## src/rtl/bottle_line_ctrl_pkg.sv

```systemverilog
// rtl/bottle_line_ctrl_pkg.sv - state encodings, default constants and actuator decode for the bottle line
package bottle_line_ctrl_pkg;

    localparam int DEF_CAP_MAX      = 15;
    localparam int DEF_CAP_W        = 4;
    localparam int DEF_FILL_TIMEOUT = 50;
    localparam int DEF_CAP_CYCLES   = 3;
    localparam int DEF_TMR_W        = 6;

    typedef enum logic [2:0] {
        ST_IDLE   = 3'd0,
        ST_CONVEY = 3'd1,
        ST_FILL   = 3'd2,
        ST_CAP    = 3'd3,
        ST_EXIT   = 3'd4,
        ST_FAULT  = 3'd5
    } state_t;

    typedef struct packed {
        logic motor;
        logic valve;
        logic capper;
        logic fault;
    } act_t;

    // Actuator outputs depend on the state alone, so they are decoded from it.
    function automatic act_t state_act(input state_t s);
        act_t a;
        a = '0;
        case (s)
            ST_CONVEY: a.motor  = 1'b1;
            ST_FILL:   a.valve  = 1'b1;
            ST_CAP:    a.capper = 1'b1;
            ST_EXIT:   a.motor  = 1'b1;
            ST_FAULT:  a.fault  = 1'b1;
            default:   a = '0;
        endcase
        return a;
    endfunction

endpackage

```

## src/rtl/bottle_line_ctrl_if.sv

```systemverilog
// rtl/bottle_line_ctrl_if.sv - station sensor/command inputs and actuator/status outputs
interface bottle_line_ctrl_if
    import bottle_line_ctrl_pkg::*;
#(
    parameter int CAP_W = DEF_CAP_W
);
    logic             start;
    logic             stop;
    logic             pos_sensor;
    logic             full_sensor;
    logic             cap_refill;
    logic             clear_fault;
    logic             motor_on;
    logic             valve_on;
    logic             capper_on;
    logic             bottle_done;
    logic [CAP_W-1:0] caps_left;
    logic             no_caps;
    logic             fault;

    modport master (
        output start, stop, pos_sensor, full_sensor, cap_refill, clear_fault,
        input  motor_on, valve_on, capper_on, bottle_done, caps_left, no_caps, fault
    );

    modport slave (
        input  start, stop, pos_sensor, full_sensor, cap_refill, clear_fault,
        output motor_on, valve_on, capper_on, bottle_done, caps_left, no_caps, fault
    );
endinterface

```

## src/rtl/bottle_line_ctrl_cycle_timer.sv

```systemverilog
// rtl/bottle_line_ctrl_cycle_timer.sv - up-counter with sync clear and enable, shared by FILL and CAP
module bottle_line_ctrl_cycle_timer
    import bottle_line_ctrl_pkg::*;
#(
    parameter int TMR_W = DEF_TMR_W
) (
    input  logic             i_clk,
    input  logic             i_reset,
    input  logic             i_clr,
    input  logic             i_en,
    output logic [TMR_W-1:0] o_count
);
    logic [TMR_W-1:0] r_count;

    always_ff @(posedge i_clk) begin
        if (i_reset || i_clr) begin
            r_count <= '0;
        end else if (i_en) begin
            r_count <= r_count + TMR_W'(1);
        end
    end

    assign o_count = r_count;
endmodule

```

## src/rtl/bottle_line_ctrl.sv

```systemverilog
// rtl/bottle_line_ctrl.sv - filling/capping station sequencer with cap stock tracking
module bottle_line_ctrl
    import bottle_line_ctrl_pkg::*;
#(
    parameter int CAP_MAX      = DEF_CAP_MAX,
    parameter int CAP_W        = DEF_CAP_W,
    parameter int FILL_TIMEOUT = DEF_FILL_TIMEOUT,
    parameter int CAP_CYCLES   = DEF_CAP_CYCLES,
    parameter int TMR_W        = DEF_TMR_W
) (
    input  logic          i_clk,
    input  logic          i_reset,
    bottle_line_ctrl_if.slave bus
);
    state_t           r_state;
    act_t             r_act;
    logic             r_done;
    logic             r_run;
    logic [CAP_W-1:0] r_caps;
    logic             r_no_caps;

    logic [TMR_W-1:0] w_tmr;
    logic             w_tmr_en;
    logic             w_tmr_clr;
    logic             w_cap_last;
    logic             w_fill_timeout;
    logic             w_caps_empty;
    logic             w_run_set;
    logic             w_run_clr;
    logic             w_run_next;

    // The timer runs only while waiting for full level or while capping; any other cycle zeroes it.
    assign w_tmr_en       = ((r_state == ST_FILL) && !bus.full_sensor) || (r_state == ST_CAP);
    assign w_tmr_clr      = !w_tmr_en;
    assign w_cap_last     = (r_state == ST_CAP) && (w_tmr == TMR_W'(CAP_CYCLES - 1));
    assign w_fill_timeout = (w_tmr == TMR_W'(FILL_TIMEOUT - 1));
    assign w_caps_empty   = (r_caps == '0);

    assign w_run_clr  = bus.stop || (r_state == ST_FAULT) || ((r_state == ST_EXIT) && w_caps_empty);
    assign w_run_set  = bus.start && !w_caps_empty && (r_state != ST_FAULT);
    assign w_run_next = w_run_clr ? 1'b0 : (w_run_set ? 1'b1 : r_run);

    bottle_line_ctrl_cycle_timer #(
        .TMR_W (TMR_W)
    ) u_timer (
        .i_clk   (i_clk),
        .i_reset (i_reset),
        .i_clr   (w_tmr_clr),
        .i_en    (w_tmr_en),
        .o_count (w_tmr)
    );

    always_ff @(posedge i_clk) begin
        if (i_reset) begin
            r_run <= 1'b0;
        end else begin
            r_run <= w_run_next;
        end
    end

    always_ff @(posedge i_clk) begin
        if (i_reset) begin
            r_caps    <= CAP_W'(CAP_MAX);
            r_no_caps <= (CAP_MAX == 0);
        end else if (bus.cap_refill) begin
            r_caps    <= CAP_W'(CAP_MAX);
            r_no_caps <= (CAP_MAX == 0);
        end else if (w_cap_last && !w_caps_empty) begin
            r_caps    <= r_caps - CAP_W'(1);
            r_no_caps <= (r_caps == CAP_W'(1));
        end
    end

    // Actuators are registered from the state being entered so they always match r_state.
    always_ff @(posedge i_clk) begin
        if (i_reset) begin
            r_state <= ST_IDLE;
            r_act   <= '0;
            r_done  <= 1'b0;
        end else begin
            r_done <= 1'b0;
            r_act  <= state_act(r_state);
            case (r_state)
                ST_IDLE: begin
                    if (r_run) begin
                        r_state <= ST_CONVEY;
                        r_act   <= state_act(ST_CONVEY);
                    end
                end
                ST_CONVEY: begin
                    if (bus.pos_sensor) begin
                        r_state <= ST_FILL;
                        r_act   <= state_act(ST_FILL);
                    end
                end
                ST_FILL: begin
                    if (bus.full_sensor) begin
                        r_state <= ST_CAP;
                        r_act   <= state_act(ST_CAP);
                    end else if (w_fill_timeout) begin
                        r_state <= ST_FAULT;
                        r_act   <= state_act(ST_FAULT);
                    end
                end
                ST_CAP: begin
                    if (w_cap_last) begin
                        r_state <= ST_EXIT;
                        r_act   <= state_act(ST_EXIT);
                    end
                end
                ST_EXIT: begin
                    if (!bus.pos_sensor) begin
                        r_done <= 1'b1;
                        if (w_run_next && !w_caps_empty) begin
                            r_state <= ST_CONVEY;
                            r_act   <= state_act(ST_CONVEY);
                        end else begin
                            r_state <= ST_IDLE;
                            r_act   <= state_act(ST_IDLE);
                        end
                    end
                end
                ST_FAULT: begin
                    if (bus.clear_fault) begin
                        r_state <= ST_IDLE;
                        r_act   <= state_act(ST_IDLE);
                    end
                end
                default: begin
                    r_state <= ST_IDLE;
                    r_act   <= state_act(ST_IDLE);
                end
            endcase
        end
    end

    assign bus.motor_on    = r_act.motor;
    assign bus.valve_on    = r_act.valve;
    assign bus.capper_on   = r_act.capper;
    assign bus.fault       = r_act.fault;
    assign bus.bottle_done = r_done;
    assign bus.caps_left   = r_caps;
    assign bus.no_caps     = r_no_caps;
endmodule

```

## src/flat_wrapper.sv

```systemverilog
// flat-port wrapper written by rule: the top's interface ports become plain ports
module bottle_line_ctrl_flat import bottle_line_ctrl_pkg::*;
#(
    parameter int CAP_MAX      = DEF_CAP_MAX,
    parameter int CAP_W        = DEF_CAP_W,
    parameter int FILL_TIMEOUT = DEF_FILL_TIMEOUT,
    parameter int CAP_CYCLES   = DEF_CAP_CYCLES,
    parameter int TMR_W        = DEF_TMR_W
)
  (i_clk, i_reset, bus_start, bus_stop, bus_pos_sensor, bus_full_sensor, bus_cap_refill, bus_clear_fault, bus_motor_on, bus_valve_on, bus_capper_on, bus_bottle_done, bus_caps_left, bus_no_caps, bus_fault);
  bottle_line_ctrl_if #(.CAP_W(CAP_W)) bus_i ();
  input  logic i_clk;
  input  logic i_reset;
  input wire logic [$bits(bus_i.start)-1:0] bus_start;
  input wire logic [$bits(bus_i.stop)-1:0] bus_stop;
  input wire logic [$bits(bus_i.pos_sensor)-1:0] bus_pos_sensor;
  input wire logic [$bits(bus_i.full_sensor)-1:0] bus_full_sensor;
  input wire logic [$bits(bus_i.cap_refill)-1:0] bus_cap_refill;
  input wire logic [$bits(bus_i.clear_fault)-1:0] bus_clear_fault;
  output wire logic [$bits(bus_i.motor_on)-1:0] bus_motor_on;
  output wire logic [$bits(bus_i.valve_on)-1:0] bus_valve_on;
  output wire logic [$bits(bus_i.capper_on)-1:0] bus_capper_on;
  output wire logic [$bits(bus_i.bottle_done)-1:0] bus_bottle_done;
  output wire logic [$bits(bus_i.caps_left)-1:0] bus_caps_left;
  output wire logic [$bits(bus_i.no_caps)-1:0] bus_no_caps;
  output wire logic [$bits(bus_i.fault)-1:0] bus_fault;
  assign bus_i.start = bus_start;
  assign bus_i.stop = bus_stop;
  assign bus_i.pos_sensor = bus_pos_sensor;
  assign bus_i.full_sensor = bus_full_sensor;
  assign bus_i.cap_refill = bus_cap_refill;
  assign bus_i.clear_fault = bus_clear_fault;
  assign bus_motor_on = bus_i.motor_on;
  assign bus_valve_on = bus_i.valve_on;
  assign bus_capper_on = bus_i.capper_on;
  assign bus_bottle_done = bus_i.bottle_done;
  assign bus_caps_left = bus_i.caps_left;
  assign bus_no_caps = bus_i.no_caps;
  assign bus_fault = bus_i.fault;
  bottle_line_ctrl #(.CAP_MAX(CAP_MAX), .CAP_W(CAP_W), .FILL_TIMEOUT(FILL_TIMEOUT), .CAP_CYCLES(CAP_CYCLES), .TMR_W(TMR_W)) u_core (.i_clk(i_clk), .i_reset(i_reset), .bus(bus_i));
endmodule
```

## config.mk

```make
export PLATFORM = sky130hd
export DESIGN_NAME = bottle_line_ctrl_flat
export DESIGN_NICKNAME = d
export VERILOG_FILES = /design/src/rtl/bottle_line_ctrl_pkg.sv /design/src/rtl/bottle_line_ctrl_if.sv /design/src/rtl/bottle_line_ctrl_cycle_timer.sv /design/src/rtl/bottle_line_ctrl.sv /design/src/flat_wrapper.sv
export SDC_FILE = /design/constraint.sdc
export NUM_CORES = 1
export LEC_CHECK = 0
export BUFFER_PORTS_ARGS = -buffer_cell sky130_fd_sc_hd__buf_2
export CORE_UTILIZATION = 50
export DETAILED_ROUTE_END_ITERATION = 8
export PLACE_DENSITY = 0.69
export SYNTH_ARGS = -nofsm -noshare
export SYNTH_HDL_FRONTEND = slang
export SYNTH_SLANG_ARGS = --single-unit
```

## constraint.sdc

```tcl
create_clock -name i_clk -period 2.2 [get_ports i_clk]
set_input_delay 0.33 -clock i_clk [delete_from_list [all_inputs] [get_ports i_clk]]
set_output_delay 0.33 -clock i_clk [all_outputs]
set_load 0.005 [all_outputs]
```

### Yosys cells after proc, flatten, opt, wreduce, memory -nomap -nowiden

Index checks and enable logic that the tools add are counted.

| word-level totals | value |
|---|---|
| output and inout bits | 10 |
| logic and storage cells | 73 |
| input bits | 8 |
| register bits after elaboration | 20 |

| cells by class | value |
|---|---|
| muxes and demuxes | 25 |
| equal/unequal tests | 15 |
| reductions and logical operators | 20 |
| bitwise gates (word level) | 1 |
| add/sub/neg operators | 2 |

Operator list:

| kind | count |
|---|---|
| two-way mux 4 bit | 8 |
| one-hot mux 4 bit (6 select lines) | 1 |
| two-way mux 3 bit | 7 |
| one-hot mux 3 bit (6 select lines) | 1 |
| two-way mux 1 bit | 8 |
| logical AND 1 bit | 7 |
| adder 6 x 1 -> 6 bit (second input constant) | 1 |
| equality test 3 x 2 -> 1 bit (second input constant) | 2 |
| equality test 3 bit (second input constant) | 2 |
| equality test 6 x 2 -> 1 bit (second input constant) | 1 |
| equality test 6 bit (second input constant) | 1 |
| != test 2 bit (second input constant) | 3 |
| AND reduction 6 bit | 1 |
| OR reduction 2 bit | 3 |
| equality test 4 x 1 -> 1 bit (second input constant) | 1 |
| zero test 4 bit | 1 |
| logical OR 1 bit | 4 |
| != test 2 x 1 -> 1 bit (second input constant) | 2 |
| subtractor 4 x 1 -> 4 bit (second input constant) | 1 |
| equality test 3 x 1 -> 1 bit (second input constant) | 1 |
| zero test 1 bit | 3 |
| zero test 3 bit | 1 |
| != test 3 x 2 -> 1 bit (second input constant) | 1 |
| != test 3 bit (second input constant) | 1 |
| NOT 1 bit | 1 |

### Depth between registers and ports, before layout

| logic depth | value |
|---|---|
| depth in word-level cells | 10 |
| depth in mapped cells | 6 |
| mapped depth without buffers | 6 |

### Hierarchy

From an unflattened synthesis, not the netlist that was laid out.

| second synthesis, totals | value |
|---|---|
| cell total of the unflattened synthesis | 119 |
| area, all modules | 1059.8 sq um |

Modules (own cells, without submodules):

| module | area an instance (sq um) | cells an instance | times used | seq. area each (sq um) |
|---|---|---|---|---|
| bottle_line_ctrl | 810.8 | 93 | 1 | 280.3 |
| bottle_line_ctrl_cycle_timer | 249.0 | 26 | 1 | 120.1 |

### Worst setup path before layout

OpenSTA, ideal clock, no wires.

| path | value |
|---|---|
| kind | register -> register |
| start | reg u_core.r_caps[0] (netlist: u_core.bus.caps_left[0]) |
| end | reg u_core.r_no_caps (netlist: u_core.bus.no_caps) |
| buffers on the path | 0 |
| data arrival time | 1617 ps |
| setup time | 70 ps |
| path slack | 513 ps |
| cell stages (with the launch flop) | 7 |
| required time | 2130 ps |
| period minus slack after synthesis | 1687 ps |
| cells stage by stage | dfxtp_1 inv_1 ha_1 or3b_2 nand4_4 or4b_1 a21boi_1 |

| between the ends | value |
|---|---|
| word-level cells in the longest chain between the ends | 3 |
| elaborated cells between the ends (all ways) | 4 |
| classes of those cells | 1 x eq/ne; 3 x reduce/logical |

Ends and longest elaborated chain:

| item | RTL line | text |
|---|---|---|
| start, declared | bottle_line_ctrl.sv:19 | `logic [CAP_W-1:0] r_caps;` |
| start signal, assigned | bottle_line_ctrl.sv:63 | `r_caps <= CAP_W'(CAP_MAX);` |
| start signal, assigned | bottle_line_ctrl.sv:66 | `r_caps <= CAP_W'(CAP_MAX);` |
| start signal, assigned | bottle_line_ctrl.sv:69 | `r_caps <= r_caps - CAP_W'(1);` |
| zero test 4 bit | bottle_line_ctrl.sv:37 | `assign w_caps_empty = (r_caps == '0);` |
| zero test 1 bit | bottle_line_ctrl.sv:68 | `end else if (w_cap_last && !w_caps_empty) begin` |
| logical AND 1 bit | bottle_line_ctrl.sv:68 |  |
| end signal, assigned | bottle_line_ctrl.sv:64 | `r_no_caps <= (CAP_MAX == 0);` |
| end signal, assigned | bottle_line_ctrl.sv:67 | `r_no_caps <= (CAP_MAX == 0);` |
| end signal, assigned | bottle_line_ctrl.sv:70 | `r_no_caps <= (r_caps == CAP_W'(1));` |
| end, declared | bottle_line_ctrl.sv:20 | `logic r_no_caps;` |

Parallel ways exist; a longest one is shown, timed or not.
A chain may end at the register's enable or synchronous reset.

### Worst setup path after layout

Ends and elaborated chain as after synthesis.

==> metrics <==
EDFF count, synth=0; Async S/R FF share, synth=0%; final worst-path cycle share=81.1%; combinational family with the most area after synthesis=simple AND/OR/NAND/NOR gates; count leader, synth=dfxtp_1; worst vdd ir=0.538 mV; initial core utilization=52.9%; worst hold path type=in2reg; Root Buffer=clkbuf_4; syn_area_per_cell=8.79 um^2; outcome=complete, no violations; simple-gate area share of the yosys netlist=33.2%; syn_nets=131; # port buffers=17; Pint=535 uW; Synth Cell Area=0.00104 mm^2; CP max FO=5; GR Overflow Total=0; Synth top area share=38.6%; slew margin rel.=67.9%; worst slew pin tran=0.481 ns; max cap viols=0; Worst Setup SP=u_core.bus.caps_left[0]; Crit-path slowest cell=or4b_1; # clock sinks=20; Seq pwr share=56.1%; Iter 0 DRT Violations=20; worst hold start=bus_stop; clk buf depth=2; Inst Count DP=158; RSZ-0062 raised after global routing=false; Area Growth Syn to Fin=11.8%; Yosys warning count=0; Tmin final=1.78 ns; crit start category=flop; share of post-route cells with drive strength above 1=17.9%; non-filler cells, final=161; Lkg Pwr=0.000435 uW; Worst setup EP type=flop; Yosys reg bits=20; mux contribution to synthesized area=0.965%; overall routing resource usage=20.6%; RR Startpoint=u_core.bus.caps_left[0]; CTS tree=done; post-synthesis adder-cell area fraction=6.03%; switching share of total power=32.0%; ys flop type=dfxtp_1; CP required=2.44 ns; Synth Area in XOR/XNOR=4.22%; Reg clk slew, reported paths=0.10 ns; FMAX=0.561 GHz; first-pass GRT wire length=3.15 mm; slowest cell delay on critical path=0.52 ns; H-tree Lvls=1; ant diodes=0; Critical Path AT=2.02 ns; Mapped Cells=118; Switch Pwr=251 uW; clk_skew=0.00603 ns; dpl hpwl=1.48 mm; pwr/cell area=678 mW/mm^2; Clock Power Share=22.0%; Sum Neg Setup Slack=0 ns; post-synthesis compound-gate area fraction=13.0%; post-CTS sizing=0; initial antenna violation count=0; die span in x=47.5 um; Slew Limit Fails=0; Crit path max-delay family=simple AND/OR/NAND/NOR gates; worst setup path class=reg2reg; post-synthesis sequential area ratio=38.6%; library cells used by synthesis=42; Nets=149; Total Routed Length=1.93 mm; GP Congestion=0.741; Comb power frac=22.0%; synth cell count leaders=20 x dfxtp_1, 14 x nor2_1, 7 x nand2_1, 7 x nand2b_1, 6 x inv_1; Final setup viols=0; Hold Fails Final Rpt=0; Worst-Skew Late Latency=0.30 ns; Die Footprint=0.00226 mm^2; vias per cell=5.52; Hold Buf Count CTS=0; core area=0.00196 mm^2; DRC=0; die height=47.5 um; Wirelength per Cell=12.0 um; post-CTS setup buffer count=0; Vias=888; # rows=16; total CTS buffers=3; vias in the first global route=728; largest net degree at the start of global routing=16; Pre-antenna DRT Iters=4; I/O pin cnt=18; Synth area leaders=dfxtp_1 39%, ha_1 6.0%, nor2_1 5.1%, nand2b_1 4.2%, nand2_1 2.5%; Synth area leader=dfxtp_1; critical path cell sequence=inv_1 -> ha_1 -> or3b_2 -> nand4_4 -> or4b_1 -> a21boi_1; WP buf/inv=1; DRT antenna net count=0
-- routing by layer --
layer | wire [um] | GRT usage, %
met5 | 0 | 0
met4 | 54 | 13.3
met3 | 101 | 4.53
met2 | 845 | 29.9
met1 | 927 | 27.6
-- worst register-to-register path, delay by kind of cell, from the launching register on --
family          cells  cell delay [ns]
compound gates      1             0.15
flops               1             0.38
simple gates        3             0.90
buf+inv             1             0.08
fa+ha+maj           1             0.21
-- placed cells by master (no fill, tap or decap), drive strengths merged, types with 2 or more instances in the layout --
cell type  instances
nand3              4
o21ai              4
dfxtp             20
nor4               4
or3                2
buf               17
nand3b             2
nand2              7
a21oi              3
inv                6
clkbuf             3
nand2b             7
xnor2              3
nor2              15
ha                 5
a221oi             2
xor2               2
nor3               4
nand4              3
-- power groups by stage --
stage	Clock, uW	Combinational, uW	Sequential (uW)
floorplan	0	165	413
global placement	0	169	448
detailed placement	0	170	449
CTS	178	171	440
global route	192	194	448
finish	173	173	441
-- final cells by class --
| type | instances | area, um^2 |
|---|---|---|
| fill | 196 | 802 |
| timing repair buffer | 17 | 85.1 |
| sequential | 20 | 400 |
| clock buffer | 3 | 22.5 |
| tap | 27 | 33.8 |
| inverter | 6 | 22.5 |
| multi-input combinational | 88 | 596 |
-- final timing paths --
path	end	slack [ns]	cells past startpoint
max reg2reg	u_core.bus.no_caps	0.42	6
min	u_core.r_run	0.22	2
min reg2reg	u_core.bus.no_caps	0.47	2
max	u_core.bus.no_caps	0.42	6
-- flip-flops by register name (all words and copies together) (netlist names) --
register and flops:
u_core.u_timer.o_count 6, u_core.bus.caps_left 4, u_core.r_state 3, u_core.bus.bottle_done 1, u_core.bus.capper_on 1, u_core.bus.fault 1
u_core.bus.motor_on 1, u_core.bus.no_caps 1, u_core.bus.valve_on 1, u_core.r_run 1
-- through the flow --
| stage | utilization [%] | hold slack, ns | instance area, um^2 | setup slack (ns) | power [uW] |
|---|---|---|---|---|---|
| after floorplan | - | 0.407 | 1040 | 0.513 | 578 |
| after global placement | 58.0 | 0.449 | 1140 | 0.487 | 617 |
| after detailed placement | 58.0 | 0.453 | 1140 | 0.430 | 619 |
| after CTS | 59.1 | 0.212 | 1160 | 0.404 | 789 |
| after global routing | 59.1 | 0.225 | 1160 | 0.314 | 834 |
| final | 59.1 | 0.219 | 1160 | 0.416 | 786 |
-- cells by family (layout without fill, tap and decap cells) --
kind of cell,after synthesis,in the layout
AOI/OAI and AO/OA,19,19
xor gates and xnor gates,5,5
adders and majority gates,5,5
buffers and inverters,10,26
DFF,20,20
muxes,1,1
and+or+nand+nor,58,58
Note: power is estimated with default switching activity, not from simulation.
